$ cat src/rtl/div_ctrl_fsm.sv
// Purpose: sequencing controller for a restoring shift-subtract divider; drives
//          the remainder register strobes and ALU subtract select, registers the
//          quotient bit and reports sign-fix flags.
// Latency: Start accept to Ready is 3 + 2*WIDTH + 1 cycles (1 cycle for a zero divisor).
// Backpressure: Start is honoured only in IDLE or DONE; it is ignored while Busy.
// Ports:
//   clk, Reset (sync, active-low)       - clock and reset
//   Start, Signed_op, Dividend_sign,
//   Divisor_sign, Divisor_zero           - operation request and operand flags
//   ALU_carry                            - no-borrow flag of (rem upper - divisor)
//   Rem_load, SLL_ctrl, SRL_ctrl, W_ctrl - remainder register strobes (one-hot or idle)
//   Shift_bit                            - quotient bit shifted in on SLL_ctrl
//   ALU_sub                              - ALU subtract select
//   Ready, Busy, Div_by_zero             - status
//   Neg_Quot, Neg_Rem                    - sign-fix flags, valid while Ready
module div_ctrl_fsm #(
   parameter int WIDTH = 32,
   parameter int CNT_W = 6
) (
   input  logic clk,
   input  logic Reset,
   input  logic Start,
   input  logic Signed_op,
   input  logic Dividend_sign,
   input  logic Divisor_sign,
   input  logic Divisor_zero,
   input  logic ALU_carry,
   output logic Rem_load,
   output logic SLL_ctrl,
   output logic SRL_ctrl,
   output logic W_ctrl,
   output logic Shift_bit,
   output logic ALU_sub,
   output logic Ready,
   output logic Busy,
   output logic Div_by_zero,
   output logic Neg_Quot,
   output logic Neg_Rem
);

   typedef enum logic [2:0] {
      IDLE       = 3'd0,
      LOAD       = 3'd1,
      INIT_SHIFT = 3'd2,
      SUB        = 3'd3,
      SHIFT      = 3'd4,
      FIX        = 3'd5,
      DONE       = 3'd6
   } state_t;

   localparam logic [CNT_W-1:0] LAST_CNT = CNT_W'(WIDTH);

   state_t           r_state;
   state_t           w_next_state;
   logic [CNT_W-1:0] r_cnt;
   logic [CNT_W-1:0] w_cnt_inc;
   logic             w_last;
   logic             w_accept;
   logic             r_shift_bit;
   logic             r_signed;
   logic             r_dd_sign;
   logic             r_dv_sign;
   logic             r_dbz;

   assign w_accept  = Start && ((r_state == IDLE) || (r_state == DONE));
   assign w_cnt_inc = r_cnt + 1'b1;
   assign w_last    = (w_cnt_inc == LAST_CNT);

   always_ff @(posedge clk) begin
      if (!Reset) begin
         r_state     <= IDLE;
         r_cnt       <= '0;
         r_shift_bit <= 1'b0;
         r_signed    <= 1'b0;
         r_dd_sign   <= 1'b0;
         r_dv_sign   <= 1'b0;
         r_dbz       <= 1'b0;
      end else begin
         r_state <= w_next_state;

         if (w_accept) begin
            r_signed  <= Signed_op;
            r_dd_sign <= Dividend_sign;
            r_dv_sign <= Divisor_sign;
            r_dbz     <= Divisor_zero;
         end

         if (r_state == LOAD) begin
            r_cnt <= '0;
         end else if ((r_state == SHIFT) && (r_cnt != LAST_CNT)) begin
            r_cnt <= w_cnt_inc;
         end

         // Quotient bit is only meaningful in the SHIFT that follows a SUB;
         // everywhere else it is held at 0, which also gives the 0 inserted
         // by the initial shift.
         r_shift_bit <= (r_state == SUB) ? ALU_carry : 1'b0;
      end
   end

   always_comb begin
      w_next_state = r_state;
      Rem_load     = 1'b0;
      SLL_ctrl     = 1'b0;
      SRL_ctrl     = 1'b0;
      W_ctrl       = 1'b0;
      ALU_sub      = 1'b0;
      Ready        = 1'b0;
      Busy         = 1'b0;
      Neg_Quot     = 1'b0;
      Neg_Rem      = 1'b0;

      case (r_state)
         IDLE: begin
            if (Start) begin
               w_next_state = Divisor_zero ? DONE : LOAD;
            end
         end
         LOAD: begin
            Busy         = 1'b1;
            Rem_load     = 1'b1;
            w_next_state = INIT_SHIFT;
         end
         INIT_SHIFT: begin
            Busy         = 1'b1;
            SLL_ctrl     = 1'b1;
            w_next_state = SUB;
         end
         SUB: begin
            Busy         = 1'b1;
            ALU_sub      = 1'b1;
            // Commit the difference only when it did not borrow (restoring step).
            W_ctrl       = ALU_carry;
            w_next_state = SHIFT;
         end
         SHIFT: begin
            Busy         = 1'b1;
            SLL_ctrl     = 1'b1;
            w_next_state = w_last ? FIX : SUB;
         end
         FIX: begin
            Busy         = 1'b1;
            // The last shift moved the remainder one place too far left.
            SRL_ctrl     = 1'b1;
            w_next_state = DONE;
         end
         DONE: begin
            Ready    = 1'b1;
            Neg_Quot = r_signed & (r_dd_sign ^ r_dv_sign) & ~r_dbz;
            Neg_Rem  = r_signed & r_dd_sign & ~r_dbz;
            if (Start) begin
               w_next_state = Divisor_zero ? DONE : LOAD;
            end
         end
         default: begin
            w_next_state = IDLE;
         end
      endcase
   end

   assign Shift_bit   = r_shift_bit;
   assign Div_by_zero = r_dbz;

endmodule

$ cat config.mk
export PLATFORM = sky130hd
export DESIGN_NAME = div_ctrl_fsm
export DESIGN_NICKNAME = d
export VERILOG_FILES = /design/src/rtl/div_ctrl_fsm.sv
export SDC_FILE = /design/constraint.sdc
export NUM_CORES = 1
export LEC_CHECK = 0
export BUFFER_PORTS_ARGS = -buffer_cell sky130_fd_sc_hd__buf_2
export CAP_MARGIN = 20
export CORE_UTILIZATION = 40
export DETAILED_ROUTE_END_ITERATION = 12
export PLACE_DENSITY = 0.61
export SLEW_MARGIN = 20
export SYNTH_ARGS = -nofsm -noshare
export SYNTH_HDL_FRONTEND = slang
export SYNTH_SLANG_ARGS = --single-unit
$ cat constraint.sdc
create_clock -name clk -period 1.3 [get_ports clk]
set_input_delay 0.065 -clock clk [delete_from_list [all_inputs] [get_ports clk]]
set_output_delay 0.065 -clock clk [all_outputs]
set_load 0.05 [all_outputs]
Word level (Yosys, flattened, before mapping)
Index checks and enable logic that the tools add are counted.
W data, S select, Z words.
- add/subtract/negate cells: 1
- equal/unequal tests: 9
- multiplexer cells: 13
- bitwise logic cells: 7
- reductions and logical operators: 8
- operator list (operator ; number):
    $pmux W3 S6 ; 1
    $eq A3 B3 Y1 const B ; 3
    $mux W1 ; 9
    $mux W3 ; 3
    $add A6 B1 Y6 const B ; 1
    $eq A3 B2 Y1 const B ; 2
    $eq A6 B6 Y1 const B ; 1
    $ne A6 B6 Y1 const B ; 1
    $reduce_or A2 Y1 ; 3
    $reduce_or A5 Y1 ; 1
    $and A1 B1 Y1 ; 4
    $eq A3 B1 Y1 const B ; 1
    $logic_not A3 Y1 ; 1
    $logic_and A1 B1 Y1 ; 2
    $ne A2 B1 Y1 const B ; 1
    $not A1 Y1 ; 2
    $logic_or A1 B1 Y1 ; 1
    $xor A1 B1 Y1 ; 1
- flip-flop bits (word level): 14
- input bits: 8
- output and inout port bits: 11

Depth between registers and ports, before layout
- word-level depth: 4
- mapped depth: 6
- depth with buffers taken out: 6

Worst setup path before layout
OpenSTA, ideal clock, no wires.
- kind: reg2out
- start point: register r_state[0]
- end point: output W_ctrl
- arrival: 1.768 ns
- data required time: 1.235 ns
- path slack: -0.533 ns
- cell stages (with the launch flop): 5
- path buffers: 1
- path through: dfxtp_1 > buf_6 > nand2_1 > nor2_1 > and2_1
- longest elaborated chain between the ends: 2
- RTL lines (what ; line ; text):
    start: declaration ; 53 ; state_t r_state;
    start signal: assignment ; 79 ; r_state <= w_next_state;
    $eq A3 B2 Y1 ; 113 ; case (r_state)
    $mux W1 ; 113 ;
    end: declaration ; 31 ; output logic W_ctrl,
No other way between the ends.

Worst setup path in the final report
- start point: register r_state[1]
- end point: output SRL_ctrl
- longest elaborated chain between the ends: 2
- RTL lines (what ; line ; text):
    $eq A3 B3 Y1 ; 113 ;
    $mux W1 ; 113 ;
    end: declaration ; 30 ; output logic SRL_ctrl,
No other way between the ends.

==> PnR_summary.wiki <==
{| class="wikitable"
! Metric !! Value
|-
| Run status || finished, violations left
|-
| Violations in the final reports || setup timing
|-
| Total of buffers placed on input and output ports || 18
|-
| Summed negative setup slack over all endpoints || -917 ps
|-
| Row Count || 16
|-
| Endpoint class of the critical path || primary output
|-
| Io pins || 19
|-
| Multi-input gate area || 609 um^2
|-
| Detailed placer's ending HPWL || 1390 um
|-
| Number of max-cap violations || 0
|-
| CP arrival || 1350 ps
|-
| Clk root buf || sky130_fd_sc_hd__clkbuf_4
|-
| Setup repair after global routing missed its margin || yes
|-
| Maximum level of the CTS H-tree || 1
|-
| Leakage dissipation || 0.538 nW
|-
| Initial cell density of the core || 0.431
|-
| Avg Inst Size Synth || 9.28 um^2
|-
| Worst clock skew on the final layout || 4.54 ps
|-
| Number of hold violations in the final report || 0
|-
| Latest clock arrival within the worst-skew pair || 290 ps
|-
| Die boundary width || 48.2 um
|-
| Wire length of the first global-routing pass || 2780 um
|-
| Drt drc || 0
|-
| Worst-path maximum fanout || 6
|-
| Via count || 783
|-
| Inserted Clock Buffers || 3
|-
| Overall die area || 2320 um^2
|-
| Detailed-routing iteration count for the pre-antenna-repair pass || 4
|-
| Gate count of the mapped netlist || 92
|-
| Final period utilization || 1.09
|-
| Via count of the first global-routing pass || 623
|-
| Antenna cells || 0
|-
| Grt total ovfl || 0
|-
| Post-Route Hold Slack || 14.0 ps
|-
| Routed wire length || 2080 um
|-
| Largest area contributor in the netlist || sky130_fd_sc_hd__dfxtp_1
|-
| Max Buffers Root-to-Sink || 2
|-
| Area used by sequential logic in the layout || 297 um^2
|-
| Die height || 48.2 um
|-
| Std-Cell Core Area || 1980 um^2
|-
| Clock tree from TritonCTS || done
|-
| Layout Area Growth over Synthesis || 51.6%
|-
| Top achievable clock speed || 709 MHz
|-
| Logic pwr share || 0.567
|-
| Switching portion of total power || 0.413
|-
| Max-slew violation count || 0
|-
| Critical path required time || 1240 ps
|-
| Largest cells by area after synthesis || sky130_fd_sc_hd__dfxtp_1 (33%), sky130_fd_sc_hd__mux2i_1 (5.9%), sky130_fd_sc_hd__nor2b_1 (5.1%), sky130_fd_sc_hd__nor2_1 (4.8%), sky130_fd_sc_hd__nor3b_4 (4.4%)
|-
| Clock-pin slew reported for the worst setup and hold paths after clock tree synthesis || 90 ps
|-
| Type of origin of the critical path || flop
|-
| Final setup violation count || 14
|-
| Post-route antenna net violation count || 0
|-
| Setup slack after layout || -111 ps
|-
| Post-synthesis sequential area ratio || 0.328
|-
| Clock sink total || 14
|-
| Peak supply drop || 1.19 mV
|-
| Pin count of the biggest net entering global routing || 12
|-
| Number of synthesized register bits || 14
|-
| Post-route standard cell area excluding fillers || 1290 um^2
|-
| Share of Yosys cell area claimed by the top area cell type || 0.328
|-
| Net Count, Synth || 102
|-
| Cell area after synthesis || 853 um^2
|-
| Power after layout || 0.00218 W
|-
| Number of distinct library cells after synthesis || 36
|-
| Cell internal pwr || 0.00128 W
|-
| Worst min-delay path class || primary input to flop
|-
| Sw Pwr || 0.000899 W
|-
| Layout filler cell count || 159
|-
| Final-stage net count || 138
|-
| Final Critical Period || 1410 ps
|-
| Placed Area || 1050 um^2
|-
| DR WL/cell || 13.5 um
|-
| Drt initial violations || 17
|-
| Initial antenna violation count || 0
|-
| Fraction of layout instances using a drive strength above 1 || 0.535
|-
| Crit Path Category || flop to primary output
|-
| Power density over the cells || 1680 nW/um^2
|-
| Sequential group share of total power || 0.283
|-
| Final estimated routing congestion in global placement || 0.789
|-
| Number of hold buffers added after CTS || 0
|-
| Number of cells traversed by the worst register-to-register path || 6
|-
| Routed vias/inst || 5.08
|-
| Hold path cells || 2
|-
| Part of the power in the clock network || 0.151
|-
| Total of warnings raised by yosys || 0
|-
| Measured slew at the worst slew-check pin || 329 ps
|-
| Headroom to the max-slew limit || 0.780
|-
| Total track usage || 0.180
|}
==> path summary, 6_finish.rpt <==
path                                  end  slack [ps]       start
worst min register to register  r_dv_sign         540   r_dv_sign
worst max register to register   r_cnt[0]         -50  r_state[1]
worst min-delay path            Shift_bit          10   ALU_carry
worst max-delay path             SRL_ctrl        -110  r_state[1]
==> area by class of cell <==
| type | instances | share of cell area |
|---|---|---|
| Multi-Input combinational cell | 71 | 0.471 |
| Timing Repair Buffer | 35 | 0.235 |
| Sequential cell | 14 | 0.229 |
| Clock buffer | 4 | 0.0280 |
| Tap cell | 27 | 0.0261 |
| Inverter | 3 | 0.0106 |
==> state kept, by name, indices dropped and copies added (netlist names) <==
register	count
r_cnt	6
r_state	3
Div_by_zero	1
Shift_bit	1
r_dd_sign	1
r_dv_sign	1
r_signed	1
==> worst max-delay path, stage by stage (launching register included) <==
cell and delay [ps]:
sky130_fd_sc_hd__dfxtp_4 390, sky130_fd_sc_hd__buf_6 140, sky130_fd_sc_hd__or2b_4 270, sky130_fd_sc_hd__nor2_2 90
sky130_fd_sc_hd__buf_6 160
==> kinds of logic after synthesis <==
kind of cell	share of synthesized area
flops	0.328
compound gates	0.110
simple gates	0.346
fa+ha+maj	0.0293
buf+inv	0.0572
xor+xnor	0.0704
mux	0.0587
==> cell usage in the layout (no fill, tap or decap), types with 3 or more instances in the layout <==
cell type / instances
sky130_fd_sc_hd__buf_6: 5
sky130_fd_sc_hd__nor2_4: 4
sky130_fd_sc_hd__mux2i_1: 5
sky130_fd_sc_hd__nor2b_1: 7
sky130_fd_sc_hd__clkbuf_4: 3
sky130_fd_sc_hd__nand2_1: 7
sky130_fd_sc_hd__buf_2: 9
sky130_fd_sc_hd__dfxtp_1: 9
sky130_fd_sc_hd__buf_8: 6
sky130_fd_sc_hd__nor2_1: 6
sky130_fd_sc_hd__buf_4: 15
sky130_fd_sc_hd__dfxtp_4: 4
sky130_fd_sc_hd__xnor2_1: 3
==> synth_stat cells <==
cell type	instances
sky130_fd_sc_hd__dfxtp_1	14
sky130_fd_sc_hd__nor2_1	11
sky130_fd_sc_hd__nand2_1	8
sky130_fd_sc_hd__nor2b_1	7
sky130_fd_sc_hd__mux2i_1	5
sky130_fd_sc_hd__and3_1	4
sky130_fd_sc_hd__buf_6	3
sky130_fd_sc_hd__inv_1	3
sky130_fd_sc_hd__xnor2_1	3
sky130_fd_sc_hd__a21oi_1	2
sky130_fd_sc_hd__and2_1	2
sky130_fd_sc_hd__ha_1	2
sky130_fd_sc_hd__nor3b_1	2
sky130_fd_sc_hd__nor3b_4	2
sky130_fd_sc_hd__o211ai_1	2
sky130_fd_sc_hd__xor2_1	2
sky130_fd_sc_hd__a211oi_1	1
sky130_fd_sc_hd__a21boi_0	1
sky130_fd_sc_hd__a21boi_2	1
sky130_fd_sc_hd__a221oi_1	1
sky130_fd_sc_hd__a2bb2o_1	1
sky130_fd_sc_hd__a31o_2	1
sky130_fd_sc_hd__a32o_1	1
sky130_fd_sc_hd__and2b_2	1
sky130_fd_sc_hd__clkbuf_1	1
sky130_fd_sc_hd__nand2b_1	1
sky130_fd_sc_hd__nand4_1	1
sky130_fd_sc_hd__nand4b_1	1
sky130_fd_sc_hd__nand4bb_1	1
sky130_fd_sc_hd__nor2_2	1
sky130_fd_sc_hd__nor3_1	1
sky130_fd_sc_hd__nor4_4	1
sky130_fd_sc_hd__o21ai_1	1
sky130_fd_sc_hd__or2_4	1
sky130_fd_sc_hd__or2b_1	1
sky130_fd_sc_hd__xor2_2	1
==> power groups by stage <==
stage                     logic, W  clock network [W]  registers [W]
after global routing       0.00131           0.000349       0.000625
after floorplan           0.000727                  0       0.000562
after CTS                  0.00117           0.000326       0.000609
after global placement    0.000897                  0       0.000582
after detailed placement  0.000905                  0       0.000585
final                      0.00123           0.000328       0.000615
==> layer usage <==
metal  vias to the layer above  share of wire  global-route usage
met5                         -              0                   0
met4                         0         0.0053              0.0333
met3                         3          0.046              0.0778
met2                        22           0.51               0.275
met1                       374           0.44               0.238
li1                        384              -                   -
==> what timing repair did <==
item | in CTS | in global routing
pin swaps | 6 | 3
setup buffers | 5 | 1
setup endpoints to repair | 17 | 21
gates resized for setup | 40 | 8
gates cloned | 0 | 0
==> through the flow <==
step           instances  setup WS, ps   util
2_1_floorplan         92          -167      -
3_3_place_gp         144         -48.3  0.530
3_5_place_dp         144         -65.6  0.530
4_1_cts              153         -99.8  0.633
5_1_grt              154          -152  0.653
6_report             154          -111  0.653
Note: power is estimated with default switching activity, not from simulation.
